## config.mk

```make
export PLATFORM = sky130hd
export DESIGN_NAME = cycle_sequencer
export DESIGN_NICKNAME = d
export VERILOG_FILES = /design/src/rtl/seq_pkg.sv /design/src/rtl/seq_watchdog.sv /design/src/rtl/cycle_sequencer.sv
export SDC_FILE = /design/constraint.sdc
export NUM_CORES = 1
export LEC_CHECK = 0
export ABC_CLOCK_PERIOD_IN_PS = 2250
export CORE_UTILIZATION = 35
export CTS_CLUSTER_SIZE = 14
export DETAILED_ROUTE_END_ITERATION = 12
export PLACE_DENSITY = 0.65
export SYNTH_ARGS = -nofsm -noshare
export SYNTH_HDL_FRONTEND = slang
export SYNTH_SLANG_ARGS = --single-unit
```

## constraint.sdc

```tcl
create_clock -name clk -period 2.25 [get_ports clk]
set_input_delay 0.225 -clock clk [delete_from_list [all_inputs] [get_ports clk]]
set_output_delay 0.225 -clock clk [all_outputs]
set_load 0.02 [all_outputs]
```

## src/rtl/seq_pkg.sv

```systemverilog
// Shared types and constants for the LEGv8 single-clock phase sequencer.
// Phase encoding, strobe bit positions and the phase-to-strobe decode live here.
package seq_pkg;

    typedef enum logic [2:0] {
        IDLE = 3'd0,
        IF   = 3'd1,
        ID   = 3'd2,
        EX   = 3'd3,
        WB   = 3'd4,
        MW   = 3'd5,
        HALT = 3'd6
    } phase_t;

    localparam int STB_IMEM     = 0;
    localparam int STB_RF_READ  = 1;
    localparam int STB_EXMEM    = 2;
    localparam int STB_RF_WRITE = 3;
    localparam int STB_PC       = 4;
    localparam int STB_W        = 5;

    localparam int DEF_CNT_W        = 64;
    localparam int DEF_MULT_TIMEOUT = 128;
    localparam int DEF_MAX_INSTR    = 0;

    // Writeback and PC advance share the WB phase.
    function automatic logic [STB_W-1:0] strobes_for(input phase_t p);
        logic [STB_W-1:0] s;
        s = '0;
        case (p)
            IF: s[STB_IMEM]    = 1'b1;
            ID: s[STB_RF_READ] = 1'b1;
            EX: s[STB_EXMEM]   = 1'b1;
            WB: begin
                s[STB_RF_WRITE] = 1'b1;
                s[STB_PC]       = 1'b1;
            end
            default: s = '0;
        endcase
        return s;
    endfunction

endpackage

```

## src/rtl/seq_watchdog.sv

```systemverilog
// Multiplier wait counter: counts cycles spent in MW and flags the cycle on
// which the wait budget runs out without a multiplier result.
module seq_watchdog
    import seq_pkg::*;
#(
    parameter int MULT_TIMEOUT = DEF_MULT_TIMEOUT
) (
    input  logic clk,
    input  logic reset,
    input  logic clr,
    input  logic en,
    input  logic done,
    output logic expired
);

    localparam int WD_W = $clog2(MULT_TIMEOUT + 1);
    localparam logic [WD_W-1:0] LAST = WD_W'(MULT_TIMEOUT - 1);

    logic [WD_W-1:0] wait_cnt;

    // wait_cnt holds the number of MW cycles already completed, so the
    // current MW cycle is number wait_cnt+1.
    always_ff @(posedge clk) begin
        if (reset || clr) begin
            wait_cnt <= '0;
        end else if (en && (wait_cnt != LAST)) begin
            wait_cnt <= wait_cnt + WD_W'(1);
        end
    end

    assign expired = en && !done && (wait_cnt == LAST);

endmodule

```

## src/rtl/cycle_sequencer.sv

```systemverilog
// Single-clock phase sequencer for the nonpipelined LEGv8 core: per-stage
// enable strobes, multiplier stall watchdog, halt control and perf counters.
//
//   state | meaning
//   IDLE  | waiting for run (halt_req goes straight to HALT)
//   IF    | instruction fetch, imem_en high
//   ID    | register read / decode, rf_read_en high
//   EX    | ALU / SREG / data memory, exmem_en high
//   WB    | writeback and PC load, rf_write_en and pc_en high
//   MW    | multiplier wait, all strobes low, watchdog running
//   HALT  | stopped until reset
module cycle_sequencer
    import seq_pkg::*;
#(
    parameter int CNT_W        = DEF_CNT_W,
    parameter int MULT_TIMEOUT = DEF_MULT_TIMEOUT,
    parameter int MAX_INSTR    = DEF_MAX_INSTR
) (
    input  logic             clk,
    input  logic             reset,
    input  logic             run,
    input  logic             halt_req,
    input  logic             stall,
    input  logic             multiplier_done,
    output logic             imem_en,
    output logic             rf_read_en,
    output logic             exmem_en,
    output logic             rf_write_en,
    output logic             pc_en,
    output logic [2:0]       phase,
    output logic             halted,
    output logic             timeout_err,
    output logic [CNT_W-1:0] retired_count,
    output logic [CNT_W-1:0] cycle_count
);

    localparam logic [CNT_W-1:0] BUDGET = CNT_W'(MAX_INSTR);

    phase_t           state;
    phase_t           state_next;
    logic             pending;
    logic             pending_next;
    logic             timeout_hit;
    logic             wd_expired;
    logic             budget_done;
    logic             busy;
    logic [STB_W-1:0] strobes_q;

    seq_watchdog #(
        .MULT_TIMEOUT(MULT_TIMEOUT)
    ) u_watchdog (
        .clk    (clk),
        .reset  (reset),
        .clr    (state == EX),
        .en     (state == MW),
        .done   (multiplier_done),
        .expired(wd_expired)
    );

    assign budget_done = (MAX_INSTR != 0) && ((retired_count + CNT_W'(1)) == BUDGET);
    assign busy        = (state != IDLE) && (state != HALT);

    always_comb begin
        state_next  = state;
        timeout_hit = 1'b0;
        case (state)
            IDLE: begin
                if (halt_req) begin
                    state_next = HALT;
                end else if (run) begin
                    state_next = IF;
                end
            end
            IF: state_next = ID;
            ID: state_next = EX;
            EX: state_next = stall ? MW : WB;
            MW: begin
                if (multiplier_done) begin
                    state_next = WB;
                end else if (wd_expired) begin
                    state_next  = HALT;
                    timeout_hit = 1'b1;
                end
            end
            WB: begin
                // A halt request arriving in the WB cycle itself still stops here.
                if (pending || halt_req || budget_done) begin
                    state_next = HALT;
                end else if (!run) begin
                    state_next = IDLE;
                end else begin
                    state_next = IF;
                end
            end
            HALT:    state_next = HALT;
            default: state_next = IDLE;
        endcase
    end

    always_comb begin
        pending_next = pending;
        if (state_next == HALT) begin
            pending_next = 1'b0;
        end else if (busy && halt_req) begin
            pending_next = 1'b1;
        end
    end

    always_ff @(posedge clk) begin
        if (reset) begin
            state         <= IDLE;
            pending       <= 1'b0;
            strobes_q     <= '0;
            halted        <= 1'b0;
            timeout_err   <= 1'b0;
            retired_count <= '0;
            cycle_count   <= '0;
        end else begin
            state     <= state_next;
            pending   <= pending_next;
            strobes_q <= strobes_for(state_next);
            halted    <= (state_next == HALT);
            if (timeout_hit) begin
                timeout_err <= 1'b1;
            end
            if (state == WB) begin
                retired_count <= retired_count + CNT_W'(1);
            end
            if (busy && (cycle_count != '1)) begin
                cycle_count <= cycle_count + CNT_W'(1);
            end
        end
    end

    assign phase       = state;
    assign imem_en     = strobes_q[STB_IMEM];
    assign rf_read_en  = strobes_q[STB_RF_READ];
    assign exmem_en    = strobes_q[STB_EXMEM];
    assign rf_write_en = strobes_q[STB_RF_WRITE];
    assign pc_en       = strobes_q[STB_PC];

endmodule

```

After elaboration in Yosys (flattened, before gate mapping)
Cells that the tools add are included.
Cells by class
  add/sub/neg operators: 3
  muxes and demuxes: 15
  equal/unequal tests: 15
  reduce and logical (&&, ||, !) cells: 12
Operators with widths (count)
  $add A64 B1 Y64 const B: 2
  $ne A64 B64 Y1 const B: 1
  $pmux W3 S7: 1
  $eq A3 B3 Y1 const B: 5
  $mux W3: 5
  $eq A3 B2 Y1 const B: 4
  $add A8 B1 Y8 const B: 1
  $eq A8 B7 Y1 const B: 1
  $mux W1: 8
  $ne A8 B7 Y1 const B: 1
  $eq A3 B1 Y1 const B: 2
  $logic_and A1 B1 Y1: 6
  $logic_not A3 Y1: 1
  $ne A3 B3 Y1 const B: 1
  $reduce_bool A3 Y1: 1
  $logic_or A1 B1 Y1: 2
  $mux W2: 1
  $reduce_or A2 Y1: 1
  $logic_not A1 Y1: 1
Storage, ports and cells
  input port bits: 6
  register bits: 147

Longest topological paths before layout
Gate-level depths: netlist of the first run.
  depth after elaboration: 8
  depth in mapped cells: 10
  depth with buffers taken out: 7

Hierarchy
From an unflattened synthesis of the first run, not the netlist that was laid out.
Unflattened totals
  cell total of the unflattened synthesis: 860
  area total of the unflattened synthesis: 7054.3 µm²
Modules (own cells, without submodules)
  cycle_sequencer: cells an instance 807, times used 1, area an instance 6606.3 µm²
  seq_watchdog: cells an instance 53, times used 1, area an instance 447.9 µm²

Worst setup path after synthesis of the first run
OpenSTA, ideal clock, no wires.
  path kind: reg-to-reg
  from: register retired_count[14]
  to: register retired_count[63]
  setup time: 0.123 ns
  data arrival time: 2.319 ns
  path slack: -0.192 ns
  data required time: 2.127 ns
  cell stages (with the launch flop): 8
  path through: dfxtp_1 > nand4_1 > nor4_2 > nand3_2 > or4_1 > clkbuf_1 > nor2_1 > mux2_1
Between the ends
  word-level cells in the longest chain between the ends: 1
RTL lines
  start: declaration: RTL line cycle_sequencer.sv:33  | output logic [CNT_W-1:0] retired_count,
  start signal: assignment: RTL line cycle_sequencer.sv:127  | retired_count <= retired_count + CNT_W'(1);
  $add A64 B1 Y64: RTL line cycle_sequencer.sv:127
Every way passes these cells.
A chain may end at the register's enable or synchronous reset.

Worst setup path in the final report of the first run
  from: register cycle_count[31]
  to: register cycle_count[23]
Between the ends
  word-level cells in the longest chain between the ends: 2
RTL lines
  start: declaration: RTL line cycle_sequencer.sv:34  | output logic [CNT_W-1:0] cycle_count
  start signal: assignment: RTL line cycle_sequencer.sv:130  | cycle_count <= cycle_count + CNT_W'(1);
  $ne A64 B64 Y1: RTL line cycle_sequencer.sv:129  | if (busy && (cycle_count != '1)) begin
  $logic_and A1 B1 Y1: RTL line cycle_sequencer.sv:129
Every way passes these cells.

==> impl_metrics.env, run 1 <==
export IMPL_io_pins=144
export IMPL_period_share=0.961
export IMPL_synth_xor_area_frac=0.109
export IMPL_path_class="flip-flop to flip-flop"
export IMPL_dr_pass1_iters=4
export IMPL_area_delta_synth_final_pct=47.3
export IMPL_endpoint_kind="flip-flop"
export IMPL_ctsHtreeMaxLevel=4
export IMPL_grt_pass1_wl_um=31600
export IMPL_clk_pin_slew_ps=60
export IMPL_slew_headroom=0.430
export IMPL_outcome="complete, no violations"
export IMPL_cp_max_fo=4
export IMPL_cp_arrival_ps=2480
export IMPL_finalHoldViolCount=0
export IMPL_final_cell_mix="clkdlybuf4s50_1, nor2_1, dfxtp_1, buf_4, xnor2_1"
export IMPL_holdWs_ps=369
export IMPL_cts_buffer_depth=2
export IMPL_overflow=0
export IMPL_cts_tree="yes"
export IMPL_power_density_mw_per_mm2=626
export IMPL_track_usage=0.194
export IMPL_portBuffers=143
export IMPL_place_area_mm2=0.00970
export IMPL_final_nets=1120
export IMPL_rows=51
export IMPL_drive_above_1_share=0.181
export IMPL_routed_wl_um=20100
export IMPL_syn_nets=868
export IMPL_num_antenna_cells=0
export IMPL_start_util=0.360
export IMPL_synth_fa_ha_area_frac=0.00531
export IMPL_dp_hpwl_um=14600
export IMPL_antenna_found_initial=0
export IMPL_hold_class="input port to flip-flop"
export IMPL_async_flop_share=0
export IMPL_synth_cells=859
export IMPL_syn_area_mm2=0.00707
export IMPL_synthMuxAreaShare=0.0219
export IMPL_finalPower_mw=6.52
export IMPL_rsz0062_at_grt="yes"
export IMPL_ys_ff_latch=146
export IMPL_core_area_mm2=0.0197
export IMPL_tightest_slew_ps=855
export IMPL_cts_sinks=146
export IMPL_die_w_um=144
export IMPL_max_stage_delay_ps=480
export IMPL_post_drt_via_cell_ratio=5.09
export IMPL_grt_pass1_vias=6377
export IMPL_synthFlopType="dfxtp_1"
export IMPL_slew_viol_final=0
export IMPL_cp_slowest_cell="or4b_1"
export IMPL_ant_nets=0
export IMPL_clock_latency_ps=420
export IMPL_critPathRequiredTime_ps=2570
export IMPL_min_period_ps=2160
export IMPL_dieArea_mm2=0.0208
export IMPL_synthDistinctLibCells=54
export IMPL_cts_buffers_inserted=17
export IMPL_power_leakage_nw=3.65
export IMPL_final_common_cell="clkdlybuf4s50_1"
export IMPL_synthSimpleGateAreaFrac=0.333
export IMPL_startpoint_type="flip-flop"
export IMPL_fin_skew_ps=10.6
export IMPL_peakVddDrop_mv=0.544
export IMPL_maxCapViolations=0
export IMPL_via_count=7071
export IMPL_fmax_ghz=0.462
export IMPL_fin_area_mm2=0.0104
export IMPL_drt_iter0_markers=362
export IMPL_grt_max_degree=81
export IMPL_wl_per_cell_um=14.4
export IMPL_drc=0
export IMPL_syn_area_per_cell_um2=8.23
export IMPL_cts_root_buf="clkbuf_16"
export IMPL_routabilityCongestion=0.843
export IMPL_yosys_warnings=0
export IMPL_setup_violations=0
export IMPL_die_y_um=144
export IMPL_synth_edf_count=0
export IMPL_synth_top_family_by_area="simple AND/OR/NAND/NOR gates"
export IMPL_cp_cell_sequence="and4_1 > nand4_1 > nor3_2 > a211oi_2 > or4b_1 > a21oi_1"
export IMPL_synth_compound_area_share=0.0818
export IMPL_ys_seq_area_frac=0.413
export IMPL_hold_buffers=0
-- worst max-delay path, delay by kind of cell, from the launching register on --
family,cells,cell delay [ps]
flops,1,330
compound gates,2,680
simple gates,4,1050
-- cells in the mapped netlist (2+ instances only) --
cell type / number / area share
dfxtp_1: 146 / 0.41
nor2_1: 129 / 0.068
xnor2_1: 66 / 0.082
nand2_1: 57 / 0.030
nand3_1: 50 / 0.035
a21oi_1: 43 / 0.030
nand4_1: 36 / 0.032
nor3_1: 33 / 0.023
nor4_1: 28 / 0.025
inv_1: 26 / 0.014
o21ai_0: 25 / 0.018
clkbuf_1: 24 / 0.013
xor2_1: 22 / 0.027
or3_1: 21 / 0.019
and4_1: 19 / 0.024
and3_1: 16 / 0.014
or4_1: 15 / 0.016
nor2b_1: 12 / 0.011
mux2_1: 11 / 0.018
o31ai_1: 10 / 0.011
and2_1: 8 / 0.0071
buf_2: 8 / 0.0057
a211oi_1: 5 / 0.0053
nor3b_1: 4 / 0.0042
a21o_1: 3 / 0.0032
ha_1: 3 / 0.0053
o21ai_1: 3 / 0.0021
a2111oi_0: 2 / 0.0025
buf_1: 2 / 0.0011
mux2i_1: 2 / 0.0028
nand2b_1: 2 / 0.0018
nand3_2: 2 / 0.0028
nand3b_1: 2 / 0.0021
nor3_2: 2 / 0.0028
nor4_2: 2 / 0.0035
or2_1: 2 / 0.0018
-- per-stage QoR --
step	instances	TNS [ps]	worst slack, ps	util
after floorplan	859	-10.2	-10.2	-
after global placement	1354	0	39.7	0.493
after detailed placement	1354	-74.4	-49.0	0.493
after CTS	1386	0	16.6	0.525
after global routing	1389	-47.1	-31.9	0.530
final	1389	0	86.8	0.530
-- flip-flops by register name (all words and copies together), names as in the netlist --
| register | cells |
|---|---|
| cycle_count | 64 |
| retired_count | 64 |
| u_watchdog.wait_cnt | 8 |
| strobes_q | 4 |
| phase | 3 |
| halted | 1 |
| pending | 1 |
| timeout_err | 1 |
-- timing repair --
action,4_1_cts,5_1_grt
endpoints found under the setup margin,5,26
buffers inserted,0,2
gates cloned,0,1
pin swaps,1,5
gates resized for setup,2,17
-- final timing paths --
| check | from | end | slack (ps) | depth (start not counted) |
|---|---|---|---|---|
| min | reset | phase[1] | 370 | 2 |
| max reg2reg | cycle_count[31] | cycle_count[23] | 90 | 6 |
| min reg2reg | timeout_err | timeout_err | 480 | 2 |
| max | cycle_count[31] | cycle_count[23] | 90 | 6 |
-- cell families (layout without fill, tap and decap cells) --
family          after synthesis  count (layout)
compound gates               99              99
xor+xnor                     88              88
fa+ha+maj                     3               3
buf+inv                      62             326
flops                       146             146
mux                          14              14
simple gates                447             448
-- where the power goes --
part	switching, mW	internal [mW]
clock	1.14	1.80
sequential	0.0651	2.65
combinational	0.506	0.358
total	1.71	4.80
-- area by class of cell --
type / count / area (um2)
Timing Repair Buffer: 268 / 2390
Sequential cell: 146 / 2960
Clock buffer: 21 / 493
Clock inverter: 11 / 125
Tap cell: 265 / 332
Inverter: 26 / 97.6
Fill cell: 1892 / 9240
Multi-Input combinational cell: 652 / 4010
-- metal layers --
metal  track usage  part of all wire  up-vias
li1              -                 -     3565
met3        0.0470             0.056       33
met1         0.249              0.47     3305
met4        0.0705             0.023        0
met2         0.315              0.45      168
met5             0                 0        -
Power figures use the tool's default switching activity.
==> inputs of run 2 (changes only) <==
- GPL_TIMING_DRIVEN: default -> 0
==> run 2 against run 1 <==
The flow now finishes with violations (negative setup slack). Via count is essentially flat. Highest routed layer unchanged. Worst hold slack worse by 16 ps. Final cell count shrank 3.0%. Die area is the same. Critical path depth is 2 higher. Wire length is 7.7% higher. Largest power group unchanged. Sequential share of layout area rose by 0.45 points. Clock skew is 2.3 ps lower. Utilization grew 0.36 points. Critical endpoint is now retired_count[59]. Critical path type unchanged. Sequential cell count unchanged. Combinational power up 33%.
==> impl_metrics.env, run 2 (synthesis results as in run 1) <==
export IMPL_track_usage=0.205
export IMPL_post_drt_via_cell_ratio=5.25
export IMPL_setup_violations=7
export IMPL_intPower_mw=5.17
export IMPL_core_area_mm2=0.0197
export IMPL_slew_viol_final=0
export IMPL_seq_power_share=0.389
export IMPL_tightest_slew_ps=733
export IMPL_finalHoldViolCount=0
export IMPL_ant_nets=0
export IMPL_antenna_found_initial=0
export IMPL_rsz0062_at_grt="yes"
export IMPL_fin_area_mm2=0.0105
export IMPL_via_count=7074
export IMPL_dieArea_mm2=0.0208
export IMPL_path_class="flip-flop to flip-flop"
export IMPL_fin_ws_ps=-91.5
export IMPL_drive_above_1_share=0.206
export IMPL_cts_tree="yes"
export IMPL_rrSetupSlack_ps=-90
export IMPL_switching_share=0.261
export IMPL_io_pins=144
export IMPL_cp_max_fo=5
export IMPL_failed_checks="negative setup slack"
export IMPL_path_buf_inv=2
export IMPL_final_cell_mix="clkdlybuf4s50_1, nor2_1, dfxtp_1, xnor2_1, nand2_1"
export IMPL_fill_cells=1862
export IMPL_drc=0
export IMPL_outcome="complete, but fails checks"
export IMPL_ctsHtreeMaxLevel=4
export IMPL_die_y_um=144
export IMPL_hold_depth=3
export IMPL_dp_slack_ps=-674
export IMPL_endpoint_kind="flip-flop"
export IMPL_final_core_util=0.533
export IMPL_r2r_start="retired_count[5]"
export IMPL_max_stage_delay_ps=470
export IMPL_dp_hpwl_um=14500
export IMPL_clk_pin_slew_ps=60
export IMPL_wl_per_cell_um=16.0
export IMPL_cp_arrival_ps=2690
export IMPL_cp_slowest_cell="or4_4"
export IMPL_area_delta_synth_final_pct=48.3
export IMPL_p_clk_frac=0.446
export IMPL_grt_max_degree=17
export IMPL_seq_area_mm2=0.00303
export IMPL_cts_root_buf="clkbuf_16"
export IMPL_cts_sinks=146
export IMPL_routed_wl_um=21600
export IMPL_drt_iter0_markers=385
export IMPL_min_from="reset"
export IMPL_cts_buffer_depth=2
export IMPL_startpoint_type="flip-flop"
export IMPL_final_common_cell="clkdlybuf4s50_1"
export IMPL_portBuffers=142
export IMPL_peakVddDrop_mv=0.526
export IMPL_overflow=0
export IMPL_holdWs_ps=352
export IMPL_final_nets=1079
export IMPL_holdPathEnd="cycle_count[13]"
export IMPL_multi_input_area_mm2=0.00428
export IMPL_critPathRequiredTime_ps=2600
export IMPL_num_antenna_cells=0
export IMPL_clock_latency_ps=420
export IMPL_rows=51
export IMPL_grt_pass1_vias=6383
export IMPL_hold_class="input port to flip-flop"
export IMPL_slew_headroom=0.511
export IMPL_fin_cells=1348
export IMPL_power_density_mw_per_mm2=667
export IMPL_die_w_um=144
export IMPL_fin_skew_ps=8.30
export IMPL_min_period_ps=2340
export IMPL_cp_cell_sequence="nand4_1 > nor3_4 > buf_4 > nand4_1 > or4_4 > buf_8 > or3_4 > a21oi_2"
export IMPL_start_util=0.360
export IMPL_fin_tns_setup_ps=-527
export IMPL_routabilityCongestion=0.843
export IMPL_cts_buffers_inserted=17
export IMPL_period_share=1.04
export IMPL_power_leakage_nw=3.50
export IMPL_reg2reg_depth=8
export IMPL_maxCapViolations=0
export IMPL_largestRegisters="cycle_count: 64 flops, retired_count: 64 flops, u_watchdog.wait_cnt: 8 flops"
export IMPL_finalPower_mw=7.00
export IMPL_pwr_share_comb=0.165
export IMPL_dp_cells=1266
export IMPL_reg2reg_to="retired_count[59]"
export IMPL_grt_pass1_wl_um=33100
export IMPL_fmax_ghz=0.427
export IMPL_cpMostUsedCell="nand4_1"
export IMPL_cpLargestDelayFamily="simple AND/OR/NAND/NOR gates"
export IMPL_dr_pass1_iters=5
export IMPL_p_switching_mw=1.82
export IMPL_place_area_mm2=0.00890
run 2: cell type report:
class | count | share of cell area
clock inverter | 9 | 0.0143
buffer | 34 | 0.0209
inverter | 26 | 0.00931
multi-input combinational | 651 | 0.409
tap | 265 | 0.0316
timing repair buffer | 194 | 0.179
sequential | 146 | 0.289
clock buffer | 23 | 0.0475
run 2: timing repair:
action | in CTS | in global routing
pin swaps | 16 | 30
setup endpoints to repair | 87 | 80
hold buffers | 0 | 0
gates cloned | 1 | 2
buffers inserted | 17 | 33
gates resized for setup | 53 | 112
run 2: per-layer routing:
| metal | part of all wire | GRT usage | up-vias |
|---|---|---|---|
| met4 | 0.021 | 0.0784 | 0 |
| met3 | 0.066 | 0.0507 | 33 |
| met5 | 0 | 0 | - |
| met1 | 0.44 | 0.257 | 3337 |
| met2 | 0.47 | 0.336 | 214 |
| li1 | - | - | 3490 |
run 2: worst max-delay path by stage:
stage,slack (ps),cells after the start,end,start
3_3_place_gp,-660,6,cycle_count[60],cycle_count[19]
6_report,-90,8,retired_count[59],retired_count[5]
3_5_place_dp,-670,6,cycle_count[60],cycle_count[19]
5_1_grt,-200,8,retired_count[61],retired_count[8]
4_1_cts,-90,6,cycle_count[63],cycle_count[28]
2_1_floorplan,-10,7,retired_count[63],retired_count[14]
run 2: power groups by stage:
stage | logic, mW | clock network (mW) | registers (mW)
final | 1.15 | 3.12 | 2.72
after global routing | 1.23 | 3.28 | 2.73
after CTS | 0.901 | 3.19 | 2.75
after detailed placement | 0.819 | 0 | 2.78
after global placement | 0.819 | 0 | 2.78
after floorplan | 0.446 | 0 | 2.83
run 2: worst reg2reg max path: stages, from the launching register on:
cell and delay (ps):
dfxtp_4 350, nand4_1 190, nor3_4 370, buf_4 170, nand4_1 140, or4_4 470, buf_8 150, or3_4 320
a21oi_2 110
==> inputs of run 3 (changes only) <==
- CAP_MARGIN: default -> 15
==> run 3 against run 2 <==
The flow still finishes with violations (negative setup slack). Final cell count down 1.0%. Global-route usage up 0.33 points. Utilization down 1.3 points. Largest power group unchanged. Wire length down 0.10%. Non-clock buffer count down 14.
==> impl_metrics.env, run 3 (synthesis results as in run 1) <==
export IMPL_routabilityCongestion=0.843
export IMPL_clk_pin_slew_ps=70
export IMPL_grt_pass1_wl_um=33600
export IMPL_area_delta_synth_final_pct=44.6
export IMPL_core_area_mm2=0.0197
export IMPL_hold_class="input port to flip-flop"
export IMPL_fmax_ghz=0.442
export IMPL_min_period_ps=2260
export IMPL_slew_viol_final=0
export IMPL_grt_pass1_vias=6446
export IMPL_power_leakage_nw=3.34
export IMPL_grt_max_degree=17
export IMPL_dieArea_mm2=0.0208
export IMPL_cp_slowest_cell="or4_4"
export IMPL_final_cell_mix="clkdlybuf4s50_1, nor2_1, dfxtp_1, xnor2_1, nand2_1"
export IMPL_tightest_slew_ps=825
export IMPL_ctsHtreeMaxLevel=4
export IMPL_wl_per_cell_um=16.2
export IMPL_fin_ws_ps=-14.5
export IMPL_post_drt_via_cell_ratio=5.30
export IMPL_largestRegisters="cycle_count: 64 flops, retired_count: 64 flops, u_watchdog.wait_cnt: 8 flops"
export IMPL_via_count=7075
export IMPL_cts_buffer_depth=2
export IMPL_dp_slack_ps=-416
export IMPL_slew_headroom=0.446
export IMPL_setup_violations=3
export IMPL_io_pins=144
export IMPL_rows=51
export IMPL_finalHoldViolCount=0
export IMPL_path_class="flip-flop to flip-flop"
export IMPL_routed_wl_um=21600
export IMPL_cts_sinks=146
export IMPL_dp_hpwl_um=14600
export IMPL_cp_max_fo=5
export IMPL_cp_arrival_ps=2610
export IMPL_hold_buffers=0
export IMPL_dr_pass1_iters=5
export IMPL_drt_iter0_markers=434
export IMPL_maxCapViolations=0
export IMPL_track_usage=0.208
export IMPL_power_density_mw_per_mm2=654
export IMPL_critPathRequiredTime_ps=2600
export IMPL_overflow=0
export IMPL_die_w_um=144
export IMPL_endpoint_kind="flip-flop"
export IMPL_failed_checks="negative setup slack"
export IMPL_drc=0
export IMPL_fin_skew_ps=11.2
export IMPL_ant_nets=0
export IMPL_cp_cell_sequence="nand4_1 > buf_4 > nor4_4 > nand3_4 > or4_4 > buf_8 > or3_1 > a21oi_1"
export IMPL_cts_buffers_inserted=17
export IMPL_cpLargestDelayFamily="simple AND/OR/NAND/NOR gates"
export IMPL_drive_above_1_share=0.186
export IMPL_max_stage_delay_ps=450
export IMPL_die_y_um=144
export IMPL_antenna_found_initial=0
export IMPL_cts_tree="yes"
export IMPL_portBuffers=142
export IMPL_period_share=1.01
export IMPL_startpoint_type="flip-flop"
export IMPL_final_common_cell="clkdlybuf4s50_1"
export IMPL_start_util=0.360
export IMPL_cts_root_buf="clkbuf_16"
export IMPL_outcome="complete, but fails checks"
export IMPL_clock_latency_ps=430
export IMPL_path_buf_inv=2
export IMPL_rsz0062_at_grt="yes"
export IMPL_num_antenna_cells=0
export IMPL_fill_cells=1914
export IMPL_finalPower_mw=6.69
export IMPL_final_nets=1065
export IMPL_peakVddDrop_mv=0.507
run 3: changes by cell type in the layout (fill, tap and decap cells not counted), sizes merged:
cell / previous run / this run
inv: 26 / 27
clkinvlp: 2 / 1
buf: 62 / 50
bufinv: 4 / 2
clkinv: 3 / 4
dlymetal6s2s: 1 / 0
run 3: final timing paths:
path	startpoint	end	slack [ps]	depth (start not counted)
max	retired_count[14]	retired_count[55]	-10	8
min	reset	cycle_count[13]	350	3
max reg2reg	retired_count[14]	retired_count[55]	-10	8
min reg2reg	timeout_err	timeout_err	480	2
run 3: what timing repair did:
action,CTS,global route
endpoints found under the setup margin,88,79
cloned,1,1
buffers inserted,27,10
gates resized for setup,64,76
hold endpoints to repair,0,0
pin swaps,19,6
run 3: final cells by class:
| cell class | instances | area (um2) | share of cell area |
|---|---|---|---|
| clock buffer | 24 | 492 | 0.0481 |
| inverter | 26 | 97.6 | 0.00955 |
| tap | 265 | 332 | 0.0324 |
| multi-input combinational | 651 | 4230 | 0.414 |
| sequential | 146 | 3020 | 0.296 |
| clock inverter | 8 | 100 | 0.00979 |
| buffer | 32 | 198 | 0.0193 |
| timing repair buffer | 182 | 1750 | 0.171 |
run 3: tightest hold or removal path: stages:
cell	delay, ps
clkbuf_1	200
nor2b_1	160
mux2_2	150
run 3: layer usage:
layer | vias to the layer above | part of all wire | wire (um) | GRT usage
li1 | 3450 | - | - | -
met1 | 3348 | 0.44 | 9530 | 0.262
met2 | 242 | 0.47 | 10100 | 0.338
met3 | 35 | 0.067 | 1450 | 0.0490
met4 | 0 | 0.022 | 484 | 0.0862
met5 | - | 0 | 0 | 0
run 3: through the flow:
step | area [um2] | hold WS [ps] | utilization | setup TNS, ps | cells
global route | 10200 | 355 | 0.520 | -1110 | 1334
finish | 10200 | 352 | 0.520 | -19.9 | 1334
CTS | 9910 | 346 | 0.504 | -372 | 1324
detailed placement | 8900 | 472 | 0.453 | -20530 | 1267
global placement | 8900 | 466 | 0.453 | -22120 | 1266
floorplan | 7150 | 423 | - | -10.2 | 859
run 3: where the power goes:
part	internal (mW)	total [mW]	switching [mW]
logic	0.465	1.08	0.617
registers	2.65	2.72	0.0786
clock network	1.75	2.88	1.13
